**config.mk**
```make
export PLATFORM = sky130hd
export DESIGN_NAME = iccm_prog_loader_flat
export DESIGN_NICKNAME = d
export VERILOG_FILES = /design/src/rtl/iccm_loader_pkg.sv /design/src/rtl/iccm_prog_loader_if.sv /design/src/rtl/iccm_word_packer.sv /design/src/rtl/iccm_prog_loader.sv /design/src/flat_wrapper.sv
export SDC_FILE = /design/constraint.sdc
export NUM_CORES = 1
export LEC_CHECK = 0
export BUFFER_PORTS_ARGS = -buffer_cell sky130_fd_sc_hd__buf_2
export CAP_MARGIN = 15
export CORE_AREA = 2 2 85 87
export DETAILED_ROUTE_END_ITERATION = 12
export DIE_AREA = 0 0 87 89
export GPL_ROUTABILITY_DRIVEN = 1
export GPL_TIMING_DRIVEN = 1
export PLACE_DENSITY = 0.88
export SLEW_MARGIN = 15
export SYNTH_ARGS = -nofsm -noshare
export SYNTH_HDL_FRONTEND = slang
export SYNTH_SLANG_ARGS = --single-unit
```
**constraint.sdc**
```tcl
create_clock -name clk_i -period 5.6 [get_ports clk_i]
set_clock_uncertainty 0.05 [all_clocks]
set_input_delay 1.12 -clock clk_i [delete_from_list [all_inputs] [get_ports clk_i]]
set_output_delay 1.12 -clock clk_i [all_outputs]
set_load 0.01 [all_outputs]
```
**src/rtl/iccm_loader_pkg.sv**
```systemverilog
// Shared types and defaults for the ICCM program loader.
// Optional idle timeout is enabled by defining ICCM_LOADER_TIMEOUT_EN.
package iccm_loader_pkg;

    typedef enum logic [0:0] {
        LOAD = 1'b0,
        DONE = 1'b1
    } loader_state_e;

    localparam int          ICCM_AW     = 12;
    localparam logic [31:0] END_MARKER  = 32'h0000_0FFF;
    localparam logic [15:0] TIMEOUT_CYC = 16'd50000;

endpackage

```
**src/rtl/iccm_prog_loader_if.sv**
```systemverilog
// Byte-stream input and ICCM write-port bundle for the program loader.
// The loader side uses the slave modport; the byte source / memory side uses master.
interface iccm_prog_loader_if #(
    parameter int AddrW = 12
);
    logic [7:0]       rx_byte_i;
    logic             rx_valid_i;
    logic             reload_i;
    logic [AddrW-1:0] iccm_addr_o;
    logic [31:0]      iccm_wdata_o;
    logic             iccm_we_o;
    logic             prog_rst_no;
    logic             overflow_o;

    modport slave (
        input  rx_byte_i, rx_valid_i, reload_i,
        output iccm_addr_o, iccm_wdata_o, iccm_we_o, prog_rst_no, overflow_o
    );

    modport master (
        output rx_byte_i, rx_valid_i, reload_i,
        input  iccm_addr_o, iccm_wdata_o, iccm_we_o, prog_rst_no, overflow_o
    );
endinterface

```
**src/rtl/iccm_word_packer.sv**
```systemverilog
// Packs a little-endian byte stream into 32-bit words with a one-cycle valid pulse.
// With ICCM_LOADER_TIMEOUT_EN, a partial word is dropped after TimeoutCyc idle cycles.
module iccm_word_packer
    import iccm_loader_pkg::*;
#(
    parameter logic [15:0] TimeoutCyc = TIMEOUT_CYC
) (
    input  logic        clk_i,
    input  logic        rst_ni,
    input  logic [7:0]  i_byte,
    input  logic        i_valid,
    input  logic        i_flush,
    output logic [31:0] o_word,
    output logic        o_wordValid
);

    logic [31:0] r_word;
    logic [1:0]  r_byteCnt;
    logic        r_wordValid;
    logic        w_timeout;

`ifdef ICCM_LOADER_TIMEOUT_EN
    logic [15:0] r_idleCnt;

    assign w_timeout = (r_byteCnt != 2'd0) && !i_valid && (r_idleCnt == TimeoutCyc - 16'd1);

    always_ff @(posedge clk_i or negedge rst_ni) begin
        if (!rst_ni) begin
            r_idleCnt <= 16'd0;
        end else if (i_flush || i_valid || (r_byteCnt == 2'd0) || w_timeout) begin
            r_idleCnt <= 16'd0;
        end else begin
            r_idleCnt <= r_idleCnt + 16'd1;
        end
    end
`else
    logic w_unusedTimeout;

    assign w_unusedTimeout = ^TimeoutCyc;
    assign w_timeout       = 1'b0;
`endif

    // Flush wins over an incoming byte so nothing leaks into DONE.
    always_ff @(posedge clk_i or negedge rst_ni) begin
        if (!rst_ni) begin
            r_word      <= 32'd0;
            r_byteCnt   <= 2'd0;
            r_wordValid <= 1'b0;
        end else begin
            r_wordValid <= 1'b0;
            if (i_flush) begin
                r_byteCnt <= 2'd0;
            end else if (i_valid) begin
                r_word    <= {i_byte, r_word[31:8]};
                r_byteCnt <= r_byteCnt + 2'd1;
                if (r_byteCnt == 2'd3) begin
                    r_wordValid <= 1'b1;
                end
            end else if (w_timeout) begin
                r_byteCnt <= 2'd0;
            end
        end
    end

    assign o_word      = r_word;
    assign o_wordValid = r_wordValid;

endmodule

```
**src/rtl/iccm_prog_loader.sv**
```systemverilog
// Boot program loader: writes packed words sequentially into ICCM and holds the core
// in reset until the end marker arrives. Optional timeout: ICCM_LOADER_TIMEOUT_EN.
module iccm_prog_loader
    import iccm_loader_pkg::*;
#(
    parameter int          AddrW      = ICCM_AW,
    parameter logic [31:0] EndMarker  = END_MARKER,
    parameter logic [15:0] TimeoutCyc = TIMEOUT_CYC
) (
    input  logic            clk_i,
    input  logic            rst_ni,
    iccm_prog_loader_if.slave bus
);

    localparam logic [0:0] ST_LOAD = LOAD;
    localparam logic [0:0] ST_DONE = DONE;

    logic [0:0]       r_state;
    logic [AddrW-1:0] r_addr;
    logic             r_full;
    logic [AddrW-1:0] r_iccmAddr;
    logic [31:0]      r_iccmWdata;
    logic             r_iccmWe;
    logic             r_overflow;

    logic [31:0]      w_word;
    logic             w_wordValid;
    logic             w_markerHit;
    logic             w_flush;

    // Flushing on the marker cycle keeps a byte that races the state change out of DONE.
    assign w_markerHit = w_wordValid && (w_word == EndMarker);
    assign w_flush     = (r_state == ST_DONE) || w_markerHit;

    iccm_word_packer #(
        .TimeoutCyc (TimeoutCyc)
    ) u_packer (
        .clk_i       (clk_i),
        .rst_ni      (rst_ni),
        .i_byte      (bus.rx_byte_i),
        .i_valid     (bus.rx_valid_i),
        .i_flush     (w_flush),
        .o_word      (w_word),
        .o_wordValid (w_wordValid)
    );

    // r_addr is the next slot to write; it saturates at the top and r_full blocks further writes.
    always_ff @(posedge clk_i or negedge rst_ni) begin
        if (!rst_ni) begin
            r_state     <= ST_LOAD;
            r_addr      <= '0;
            r_full      <= 1'b0;
            r_iccmAddr  <= '0;
            r_iccmWdata <= 32'd0;
            r_iccmWe    <= 1'b0;
            r_overflow  <= 1'b0;
        end else begin
            r_iccmWe <= 1'b0;
            case (r_state)
                ST_LOAD: begin
                    if (w_wordValid) begin
                        if (w_markerHit) begin
                            r_state <= ST_DONE;
                        end else if (!r_full) begin
                            r_iccmWe    <= 1'b1;
                            r_iccmWdata <= w_word;
                            r_iccmAddr  <= r_addr;
                            if (r_addr == {AddrW{1'b1}}) begin
                                r_full <= 1'b1;
                            end else begin
                                r_addr <= r_addr + AddrW'(1);
                            end
                        end else begin
                            r_overflow <= 1'b1;
                        end
                    end
                end
                default: begin
                    if (bus.reload_i) begin
                        r_state    <= ST_LOAD;
                        r_addr     <= '0;
                        r_iccmAddr <= '0;
                        r_full     <= 1'b0;
                        r_overflow <= 1'b0;
                    end
                end
            endcase
        end
    end

    assign bus.iccm_addr_o  = r_iccmAddr;
    assign bus.iccm_wdata_o = r_iccmWdata;
    assign bus.iccm_we_o    = r_iccmWe;
    assign bus.prog_rst_no  = (r_state == ST_DONE);
    assign bus.overflow_o   = r_overflow;

endmodule

```
**src/flat_wrapper.sv**
```systemverilog
// flat-port wrapper written by rule: the top's interface ports become plain ports
module iccm_prog_loader_flat import iccm_loader_pkg::*;
#(
    parameter int          AddrW      = ICCM_AW,
    parameter logic [31:0] EndMarker  = END_MARKER,
    parameter logic [15:0] TimeoutCyc = TIMEOUT_CYC
)
  (clk_i, rst_ni, bus_rx_byte_i, bus_rx_valid_i, bus_reload_i, bus_iccm_addr_o, bus_iccm_wdata_o, bus_iccm_we_o, bus_prog_rst_no, bus_overflow_o);
  iccm_prog_loader_if #(.AddrW(AddrW)) bus_i ();
  input  logic clk_i;
  input  logic rst_ni;
  input wire logic [$bits(bus_i.rx_byte_i)-1:0] bus_rx_byte_i;
  input wire logic [$bits(bus_i.rx_valid_i)-1:0] bus_rx_valid_i;
  input wire logic [$bits(bus_i.reload_i)-1:0] bus_reload_i;
  output wire logic [$bits(bus_i.iccm_addr_o)-1:0] bus_iccm_addr_o;
  output wire logic [$bits(bus_i.iccm_wdata_o)-1:0] bus_iccm_wdata_o;
  output wire logic [$bits(bus_i.iccm_we_o)-1:0] bus_iccm_we_o;
  output wire logic [$bits(bus_i.prog_rst_no)-1:0] bus_prog_rst_no;
  output wire logic [$bits(bus_i.overflow_o)-1:0] bus_overflow_o;
  assign bus_i.rx_byte_i = bus_rx_byte_i;
  assign bus_i.rx_valid_i = bus_rx_valid_i;
  assign bus_i.reload_i = bus_reload_i;
  assign bus_iccm_addr_o = bus_i.iccm_addr_o;
  assign bus_iccm_wdata_o = bus_i.iccm_wdata_o;
  assign bus_iccm_we_o = bus_i.iccm_we_o;
  assign bus_prog_rst_no = bus_i.prog_rst_no;
  assign bus_overflow_o = bus_i.overflow_o;
  iccm_prog_loader #(.AddrW(AddrW), .EndMarker(EndMarker), .TimeoutCyc(TimeoutCyc)) u_core (.clk_i(clk_i), .rst_ni(rst_ni), .bus(bus_i));
endmodule
```
After elaboration in Yosys (flattened, before gate mapping) --
Index checks and enable logic that the tools add are counted.
Word-level totals: bits in registers 95, input bits 12, output and inout port bits 47
Operators by class: $add $sub $neg 2, equality and inequality tests 7, mux-type cells 33, bitwise logic cells 4, reduce and logical (&&, ||, !) cells 11
Operators by type and width (count):
- 12-bit 2-to-1 mux | 10
- 32-bit by 12-bit equality test with 1-bit output, second input constant | 1
- 1-bit 2-to-1 mux | 21
- 12-bit by 1-bit adder with 12-bit output, second input constant | 1
- 12-bit equality test, second input constant | 1
- 4-bit AND reduction | 3
- 2-bit by 1-bit inequality test with 1-bit output, second input constant | 3
- 2-bit nonzero test | 3
- 5-bit AND reduction | 1
- 2-bit 2-to-1 mux | 2
- 1-bit inverter | 4
- 3-bit AND reduction | 1
- 2-bit by 1-bit adder with 2-bit output, second input constant | 1
- 2-bit equality test, second input constant | 1
- 2-bit inequality test, second input constant | 1
- 2-bit AND reduction | 1
- 1-bit logical AND | 1
- 1-bit logical OR | 1

Logic depth before layout (Yosys ltp) --
Gate-level depths: netlist (run 1).
word-level depth 6, gate-level depth with buffers 9, gate-level depth less buffers 6

Hierarchy --
From an unflattened synthesis (run 1), not the netlist that was laid out.
Unflattened totals: cells, all modules 304, area, all modules 4221.5 um^2
Modules (own cells, without submodules):
- iccm_prog_loader | times used 1, cells each 226, area an instance 2746.4 um^2
- iccm_word_packer | times used 1, cells each 78, area an instance 1475.2 um^2

Worst setup path after synthesis (run 1) --
No wires, ideal clock.
path type in2reg, start input bus_rx_valid_i, end register u_core.u_packer.r_word[18] (netlist: u_core.u_packer.o_word[18]), data arrival time 1.957 ns, setup slack 3.469 ns, cell stages on the path 4, path buffers 1, cell sequence nand2b_1 a21oi_2 buf_6 mux2_2
Between the ends: longest elaborated chain between the ends 1
RTL lines:
- start, declared | line flat_wrapper.sv:13 | input wire logic [$bits(bus_i.rx_valid_i)-1:0] bus_rx_valid_i;
- 2-bit AND reduction (no source line)
- end signal, assigned | line iccm_word_packer.sv:54 | r_word <= {i_byte, r_word[31:8]};
- end, declared | line iccm_word_packer.sv:17 | logic [31:0] r_word;
Every way passes these cells. A chain may end at the register's enable or synchronous reset.

Final worst setup path (run 1) --
start register u_core.r_state (netlist: u_core.bus.prog_rst_no), end register u_core.r_addr[0]
Between the ends: longest elaborated chain between the ends 2, elaborated cells on any way between the ends 7
RTL lines:
- start, declared | line iccm_prog_loader.sv:18 | logic [0:0] r_state;
- start signal, assigned | line iccm_prog_loader.sv:50 | r_state <= ST_LOAD;
- start signal, assigned | line iccm_prog_loader.sv:63 | r_state <= ST_DONE;
- start signal, assigned | line iccm_prog_loader.sv:80 | r_state <= ST_LOAD;
- 2-bit by 1-bit inequality test with 1-bit output (no source line), or another cell as far along
- 5-bit AND reduction (no source line)
- end signal, assigned | line iccm_prog_loader.sv:71 | r_addr <= r_addr + AddrW'(1);
- end, declared | line iccm_prog_loader.sv:19 | logic [AddrW-1:0] r_addr;
Several ways; a longest one is shown, not always the timed one.

==> flow_summary.yaml, run 1 <==
global_route:
  grt_first_pass_wirelength_um: 13400
  grt_overflow: 0
  grt_pass1_vias: 2863
  antenna_found_initial: 0
  grt_start_max_net_pins: 67
  grt_usage_pct: 22.4
setup_path:
  r2r-end: "u_core.r_addr[0]"
  cp_num_buf_inv: 1
  max_stage_delay_ns: 0.74
  reg2reg_setup_slack_ns: 2.99
  worst-setup-path-type: "flip-flop to flip-flop"
  end_kind: "flip-flop"
  r2r_cells: 6
  crit_arrival_ns: 2.81
  path_delay_family: "buffers and inverters"
  required_ns: 5.79
  path_max_fanout: 66
  rr_startpoint: "u_core.bus.prog_rst_no"
  startpoint_type: "flip-flop"
  critPathSlowestCell: "inv_2"
  path_cells: "nand2b_1 > nor2_1 > o21ai_4 > inv_2 > a21oi_1 > a211o_1"
synthesis:
  syn_avg_cell_area_sq_um: 11.0
  synth.area.top_cells: "dfrtp_1, nand2_1, mux2_2"
  synth_top_area_share_pct: 58.9
  async_flop_share_pct: 100
  syn-num-nets: 381
  ys_seq_elements: 95
  ys_top_cells_by_count: "nand2_1, dfrtp_1, mux2_2"
  ys_seq_area_share_pct: 58.9
  synth_edf_count: 0
  ys.flop_type: "dfrtp_1"
  synth.distinct_cells: 48
  yosysTopAreaCell: "dfrtp_1"
  ys_warn_count: 0
  synth_cells: 367
  synth_area_sq_um: 4040
  yosysMostFrequentCell: "nand2_1"
run:
  maxCapViolations: 0
finish:
  area_growth_pct: 13.6
  num-nets-final: 431
  antenna_cells: 0
  instances_no_fill: 502
  drive_gt1_share_pct: 29.1
clock_network:
  post_cts_resized: 0
  numCtsBuffers: 9
  path_clk_slew_ns: 0.09
  cts_sinks: 95
  clockRootBuffer: "clkbuf_8"
  clock_latency_ns: 0.36
  cts_tree: "done"
  cts_buffer_depth: 2
  hold_buffers: 0
  cts.htree.levels: 3
  cts_setup_buffers: 0
power:
  p_per_area_nw_per_um2: 526
  leakagePower_uw: 0.00232
  ir_drop_mv: 0.262
hold_path:
  hold_class: "flip-flop to flip-flop"
  hold_end: "u_core.bus.iccm_wdata_o[8]"
  min_from: "u_core.bus.iccm_wdata_o[8]"
  hold_depth: 2
timing:
  worstMarginPinSlew_ns: 1.16
  tns_ns: 0
  fmax_ghz: 0.383
  fin_crit_ns: 2.61
  hold_viol_final: 0
  grt_setup_unrepaired: "no"
  setup_slack_ns: 2.99
  finalMaxSlewViolations: 0
  fin_crit_sh_pct: 46.7
  relSlewSlack_pct: 22.3
  setup_viol: 0
die:
  die_h_um: 89
  die_width_um: 87
  core_sq_um: 6720
  dieArea_sq_um: 7740
  placementRows: 30
  design.portCount: 59
  start_util_pct: 60.1
routing:
  route.detailed.drc: 0
  routed_wl_um: 7940
  drtAntennaViolNets: 0
  via_count: 2876
  wire_per_inst_um: 15.8
  viasPerCell: 5.73
  first_pass_iters: 4
  drtIter0Drc: 262
place:
  place_congestion: 0.804
  dp_cells: 486
  place_ws_ns: 2.77
  dp_hpwl_um: 5360
  port-buffer-count: 58
run_status:
  status: "finished, final reports clean"
==> cell usage in the layout (no fill, tap or decap), types with 2 or more instances in the layout <==
master	Yosys	final
o211ai_1	2	2
a21o_1	2	2
mux2_4	9	9
and2_1	3	3
ha_1	2	2
bufinv_16	0	3
clkbuf_8	0	11
a41o_1	2	2
nor3_1	2	2
nand2_1	121	121
a31o_2	2	2
nand2b_1	6	6
nand4_1	2	2
mux2_2	23	23
nor4_1	4	4
and4b_1	2	2
a41oi_1	3	3
buf_4	1	3
nor2_1	7	7
a21oi_1	4	4
and4_1	2	2
a31oi_1	12	12
buf_2	8	57
nand3_1	14	14
a31o_1	3	3
dfrtp_1	95	95
and3_2	4	4
==> power breakdown <==
group	switching (uW)	internal (uW)
combinational	425	329
clock	233	321
sequential	176	928
==> final cells by class <==
class / instances / area [sq um]
Sequential cell: 95 / 2380
Fill cell: 505 / 2140
Multi-Input combinational cell: 250 / 1540
Timing Repair Buffer: 60 / 308
Clock buffer: 11 / 151
Clock inverter: 5 / 104
Tap cell: 80 / 100
Inverter: 1 / 3.75
==> tightest hold or removal path: cells and delay by family, from the launching register on <==
| kind | cells | cell delay [ns] |
|---|---|---|
| AND/OR/NAND/NOR | 2 | 0.10 |
| flip-flops | 1 | 0.35 |
==> how the worst max path moves through the flow <==
stage / cells after the start / slack [ns] / end / start
floorplan: 4 / 3.47 / u_core.u_packer.o_word[18] / bus_rx_valid_i
global placement: 4 / 2.84 / u_core.u_packer.o_word[4] / bus_rx_valid_i
detailed placement: 4 / 2.77 / u_core.u_packer.o_word[12] / bus_rx_valid_i
CTS: 6 / 2.98 / u_core.r_addr[1] / u_core.bus.prog_rst_no
global route: 6 / 2.78 / u_core.r_addr[1] / u_core.bus.prog_rst_no
finish: 6 / 2.99 / u_core.r_addr[0] / u_core.bus.prog_rst_no
==> state kept, by name (all words and copies together) (netlist names) <==
register / flops
u_core.bus.iccm_addr_o: 12
u_core.bus.prog_rst_no: 1
u_core.u_packer.o_wordValid: 1
u_core.bus.overflow_o: 1
u_core.r_full: 1
u_core.bus.iccm_wdata_o: 32
u_core.r_addr: 12
u_core.u_packer.o_word: 32
u_core.bus.iccm_we_o: 1
u_core.u_packer.r_byteCnt: 2
==> layer usage <==
| metal | part of all wire (%) | vias to the layer above | track usage (%) |
|---|---|---|---|
| li1 | - | 1358 | - |
| met1 | 48 | 1428 | 31.3 |
| met2 | 46 | 79 | 34.2 |
| met3 | 4.6 | 11 | 5.26 |
| met4 | 1.3 | 0 | 8.95 |
| met5 | 0 | - | 0 |
==> cells by family after synthesis <==
kind of cell / count (synthesis) / synth area share [%]
flops: 95 / 58.9
buf+inv: 22 / 3.32
simple gates: 175 / 19.5
xor+xnor: 1 / 0.217
mux: 33 / 10.0
fa+ha+maj: 2 / 0.620
compound gates: 39 / 7.44
==> metrics by stage <==
| step | power [uW] | area [sq um] | util (%) | hold WS [ns] |
|---|---|---|---|---|
| final | 2410 | 4580 | 68.2 | 0.427 |
| after global routing | 2580 | 4580 | 68.2 | 0.441 |
| after CTS | 2430 | 4580 | 68.2 | 0.430 |
| after detailed placement | 1880 | 4330 | 64.4 | 0.406 |
| after global placement | 1830 | 4330 | 64.4 | 0.402 |
| after floorplan | 1590 | 4040 | - | 0.397 |
Note: power is estimated with default switching activity, not from simulation.
==> inputs of run 2 (changes only) <==
--- a/config.mk
+++ b/config.mk
@@ -7,12 +7,12 @@
 export LEC_CHECK = 0
 export BUFFER_PORTS_ARGS = -buffer_cell sky130_fd_sc_hd__buf_2
 export CAP_MARGIN = 15
-export CORE_AREA = 2 2 85 87
+export CORE_AREA = 2 2 92 94
 export DETAILED_ROUTE_END_ITERATION = 12
-export DIE_AREA = 0 0 87 89
+export DIE_AREA = 0 0 94 96
 export GPL_ROUTABILITY_DRIVEN = 1
 export GPL_TIMING_DRIVEN = 1
-export PLACE_DENSITY = 0.88
+export PLACE_DENSITY = 0.81
 export SLEW_MARGIN = 15
 export SYNTH_ARGS = -nofsm -noshare
 export SYNTH_HDL_FRONTEND = slang
==> constraint.sdc (replaced) <==
create_clock -name clk_i -period 2.31 [get_ports clk_i]
set_clock_uncertainty 0.05 [all_clocks]
set_input_delay 0.462 -clock clk_i [delete_from_list [all_inputs] [get_ports clk_i]]
set_output_delay 0.462 -clock clk_i [all_outputs]
set_load 0.01 [all_outputs]
==> flow_summary.yaml, run 2 (synthesis results as in run 1) <==
run_status:
  status: "finished, final reports clean"
finish:
  drive_gt1_share_pct: 32.8
  num-nets-final: 451
  antenna_cells: 0
  area_growth_pct: 17.8
  mostFrequentLayoutCells: "nand2_1, dfrtp_1, buf_2"
  final_common_cell: "nand2_1"
  finalCoreUtilization_pct: 59.1
  fin_area_sq_um: 4750
timing:
  fin_crit_sh_pct: 94.9
  fmax_ghz: 0.456
  fin_crit_ns: 2.19
  finalMaxSlewViolations: 0
  worstMarginPinSlew_ns: 0.661
  hold_viol_final: 0
  relSlewSlack_pct: 55.8
  setup_viol: 0
power:
  p_per_area_nw_per_um2: 1210
  leakagePower_uw: 0.00239
  ir_drop_mv: 0.588
  finalPower_uw: 5760
routing:
  drtAntennaViolNets: 0
  drtIter0Drc: 175
  wire_per_inst_um: 15.8
  via_count: 2972
  first_pass_iters: 4
  route.detailed.drc: 0
  routed_wl_um: 8630
  viasPerCell: 5.43
setup_path:
  required_ns: 2.56
  crit_arrival_ns: 2.44
  path_max_fanout: 36
  critPathSlowestCell: "dfrtp_1"
  max_stage_delay_ns: 0.44
  path_cells: "nor4_2 > nand4_1 > o21ai_4 > inv_2 > a21o_4 > a31oi_1"
  rr_startpoint: "u_core.u_packer.o_word[24]"
  startpoint: "u_core.u_packer.o_word[24]"
  worst-setup-path-type: "flip-flop to flip-flop"
  startpoint_type: "flip-flop"
  end_kind: "flip-flop"
die:
  placementRows: 33
  die_width_um: 94
  die_h_um: 96
  start_util_pct: 50.1
  core_sq_um: 8050
  design.portCount: 59
  dieArea_sq_um: 9020
clock_network:
  clockRootBuffer: "clkbuf_8"
  cts.htree.levels: 3
  path_clk_slew_ns: 0.10
  numCtsBuffers: 9
  cts_setup_buffers: 0
  cts_buffer_depth: 2
  clock_latency_ns: 0.38
  cts_sinks: 95
  cts_tree: "done"
place:
  place_congestion: 0.789
  detailed_place.area_sq_um: 4510
  port-buffer-count: 58
  dp_hpwl_um: 5750
global_route:
  grt_start_max_net_pins: 54
  antenna_found_initial: 0
  grt_overflow: 0
  grt_pass1_vias: 2870
  grt_first_pass_wirelength_um: 14100
  grt_usage_pct: 20.5
run:
  maxCapViolations: 0
hold_path:
  hold_class: "primary input to asynchronous set/reset pin"
run 2: changes by cell type in the layout (fill, tap and decap cells not counted):
| cell | previous run | this run |
|---|---|---|
| buf_4 | 3 | 21 |
| nor4_2 | 0 | 3 |
| a21oi_4 | 1 | 2 |
| inv_6 | 0 | 2 |
| clkbuf_1 | 0 | 1 |
| bufinv_16 | 3 | 1 |
| buf_12 | 0 | 1 |
| clkbuf_8 | 11 | 10 |
| nor4_1 | 4 | 1 |
| clkinvlp_4 | 0 | 1 |
| clkinv_2 | 1 | 0 |
run 2: layout make-up:
class	count	area, sq um
fill	665	3300
sequential	95	2380
multi-input combinational	251	1570
timing repair buffer	79	463
clock buffer	11	141
tap	105	131
clock inverter	5	63.8
inverter	1	3.75
run 2: metrics by stage:
step           TNS (ns)  hold slack (ns)  worst slack (ns)  instances
5_1_grt         -0.0183           0.0661          -0.00918        547
2_1_floorplan         0            0.116             0.407        367
6_report              0           0.0107             0.119        547
3_5_place_dp     -0.336            0.407           -0.0242        530
3_3_place_gp          0            0.406            0.0373        530
4_1_cts               0           0.0322             0.118        547
run 2: metal layers:
layer	vias to the layer above	global-route usage (%)	wire [um]
met3	12	3.37	319
met1	1481	26.9	3970
met2	73	34.0	4200
li1	1406	-	-
met5	-	0	0
met4	0	8.94	146
run 2: what timing repair did:
| item | 4_1_cts | 5_1_grt |
|---|---|---|
| pin swaps | 1 | 0 |
| gates resized for setup | 1 | 3 |
| endpoints found under the setup margin | 23 | 48 |
| cloned | 1 | 0 |
| hold buffers | 0 | 0 |
run 2: path summary, 6_finish.rpt:
kind | end | slack, ns | depth (start not counted)
worst max-delay path | u_core.r_addr[5] | 0.12 | 6
worst min register to register | u_core.bus.iccm_wdata_o[9] | 0.43 | 2
worst min-delay path | u_core.r_addr[6] | 0.01 | 1
min in group clk_i | u_core.u_packer.o_word[24] | 0.27 | 2
max in group asynchronous | u_core.u_packer.o_word[5] | 1.52 | 2
worst max register to register | u_core.r_addr[5] | 0.12 | 6
run 2: power by group:
| group | internal [uW] | total, uW | leakage, uW | switching [uW] |
|---|---|---|---|---|
| registers | 2250 | 2670 | 0.00113 | 417 |
| clock network | 540 | 1140 | 0.000101 | 599 |
| logic | 871 | 1950 | 0.00116 | 1080 |
run 2: critical path, delay by kind of cell (launching register included):
| family | cells | cell delay [ns] |
|---|---|---|
| compound gates | 3 | 0.73 |
| buf+inv | 1 | 0.25 |
| flops | 1 | 0.44 |
| simple gates | 2 | 0.64 |
==> inputs of run 3 (changes only) <==
--- a/config.mk
+++ b/config.mk
@@ -6,13 +6,13 @@
 export NUM_CORES = 1
 export LEC_CHECK = 0
 export BUFFER_PORTS_ARGS = -buffer_cell sky130_fd_sc_hd__buf_2
-export CAP_MARGIN = 15
-export CORE_AREA = 2 2 92 94
+export CAP_MARGIN = 25
+export CORE_AREA = 2 2 111 113
 export DETAILED_ROUTE_END_ITERATION = 12
-export DIE_AREA = 0 0 94 96
+export DIE_AREA = 0 0 113 115
 export GPL_ROUTABILITY_DRIVEN = 1
 export GPL_TIMING_DRIVEN = 1
-export PLACE_DENSITY = 0.81
+export PLACE_DENSITY = 0.6
 export SLEW_MARGIN = 15
 export SYNTH_ARGS = -nofsm -noshare
 export SYNTH_HDL_FRONTEND = slang
==> flow_summary.yaml, run 3 (synthesis results as in run 1) <==
die:
  placementRows: 40
  start_util_pct: 34.2
  dieArea_sq_um: 13000
  design.portCount: 59
  die_h_um: 115
  die_width_um: 113
  core_sq_um: 11800
clock_network:
  cts_tree: "done"
  post_cts_resized: 0
  clock_latency_ns: 0.35
  cts.htree.levels: 3
  cts_sinks: 95
  path_clk_slew_ns: 0.07
  hold_buffers: 0
  clockRootBuffer: "clkbuf_16"
  cts_buffer_depth: 2
  numCtsBuffers: 9
  cts_setup_buffers: 0
routing:
  route.detailed.drc: 5
  first_pass_iters: 8
  via_count: 2896
  routed_wl_um: 9060
  wire_per_inst_um: 15.6
  viasPerCell: 4.98
  drtIter0Drc: 205
  drtAntennaViolNets: 0
setup_path:
  r2r_cells: 7
  startpoint_type: "flip-flop"
  crit_arrival_ns: 2.35
  worst-setup-path-type: "flip-flop to flip-flop"
  end_kind: "flip-flop"
  required_ns: 2.55
  path_max_fanout: 28
power:
  p_per_area_nw_per_um2: 1270
  ir_drop_mv: 0.343
  finalPower_uw: 6200
  leakagePower_uw: 0.00242
place:
  dp_hpwl_um: 6170
  place_congestion: 0.779
  port-buffer-count: 58
global_route:
  grt_use_met2_pct: 22.0
  grt_use_met1_pct: 20.8
  grt_overflow: 0
  top_usage_layer: "met2"
  antenna_found_initial: 0
  use_met3_pct: 3.58
  grt_first_pass_wirelength_um: 15100
  grt_pass1_vias: 2945
  grt_start_max_net_pins: 42
  grt_usage_pct: 14.9
timing:
  fin_crit_ns: 2.11
  fin_crit_sh_pct: 91.3
  grt_setup_unrepaired: "no"
  setup_viol: 0
  hold_viol_final: 0
  tns_ns: 0
  fmax_ghz: 0.474
  hold_ws_ns: 0.0534
  worstMarginPinSlew_ns: 0.603
  finalMaxSlewViolations: 0
  relSlewSlack_pct: 59.7
run:
  maxCapViolations: 0
finish:
  area_growth_pct: 20.7
  final_common_cell: "nand2_1"
  drive_gt1_share_pct: 31.0
  mostFrequentLayoutCells: "nand2_1, dfrtp_1, buf_2"
  num-nets-final: 444
  antenna_cells: 0
hold_path:
  hold_class: "primary input to asynchronous set/reset pin"
run_status:
  status: "complete, but fails checks"
  violations: "DRC"
## run 3: cell types whose count changed in the layout (fill, tap and decap cells not counted), sizes merged
cell | before | now
inv | 3 | 1
clkinv | 1 | 2
bufinv | 1 | 2
buf | 79 | 73
a21oi | 6 | 5
## run 3: path summary, 6_finish.rpt
| check | from | endpoint | slack (ns) |
|---|---|---|---|
| worst min-delay path | rst_ni | u_core.r_addr[5] | 0.05 |
| worst min register to register | u_core.bus.iccm_wdata_o[3] | u_core.bus.iccm_wdata_o[3] | 0.42 |
| min in group clk_i | bus_rx_byte_i[5] | u_core.u_packer.o_word[29] | 0.29 |
| worst max-delay path | u_core.u_packer.o_word[30] | u_core.bus.iccm_addr_o[9] | 0.20 |
| worst max register to register | u_core.u_packer.o_word[30] | u_core.bus.iccm_addr_o[9] | 0.20 |
| max in group asynchronous | rst_ni | u_core.bus.iccm_wdata_o[19] | 1.52 |
## run 3: power breakdown
group          internal [uW]  switching [uW]  total (uW)
Sequential              2260             441        2700
Combinational            844            1050        1890
Clock                    978             629        1610
Total                   4080            2120        6200
## run 3: critical path: stages, from the launching register on
cell and delay, ns:
dfrtp_1 0.43, nor4bb_1 0.35, nand4_1 0.24, o21ai_4 0.22, buf_4 0.21, buf_4 0.31
nand3_1 0.13, nand2_1 0.10
## run 3: stage by stage
| stage | worst slack, ns | area, sq um | utilization [%] | cells |
|---|---|---|---|---|
| 6_report | 0.200 | 4870 | 41.2 | 582 |
| 5_1_grt | 0.0150 | 4870 | 41.2 | 582 |
| 4_1_cts | 0.179 | 4870 | 41.2 | 582 |
| 3_5_place_dp | 0.206 | 4550 | 38.5 | 566 |
| 3_3_place_gp | 0.234 | 4550 | 38.5 | 566 |
| 2_1_floorplan | 0.407 | 4040 | - | 367 |
## run 3: area by class of cell
| type | instances | area, sq um |
|---|---|---|
| clock buffer | 11 | 243 |
| clock inverter | 5 | 81.3 |
| fill | 1155 | 6940 |
| inverter | 1 | 3.75 |
| multi-input combinational | 250 | 1540 |
| sequential | 95 | 2380 |
| tap | 147 | 184 |
| timing repair buffer | 73 | 443 |
## run 3: layer usage
layer / wire [um] / share of wire, % / vias up
met4: 117 / 1.3 / 0
li1: - / - / 1380
met3: 490 / 5.4 / 10
met1: 4400 / 49 / 1432
met2: 4050 / 45 / 74
met5: 0 / 0 / -
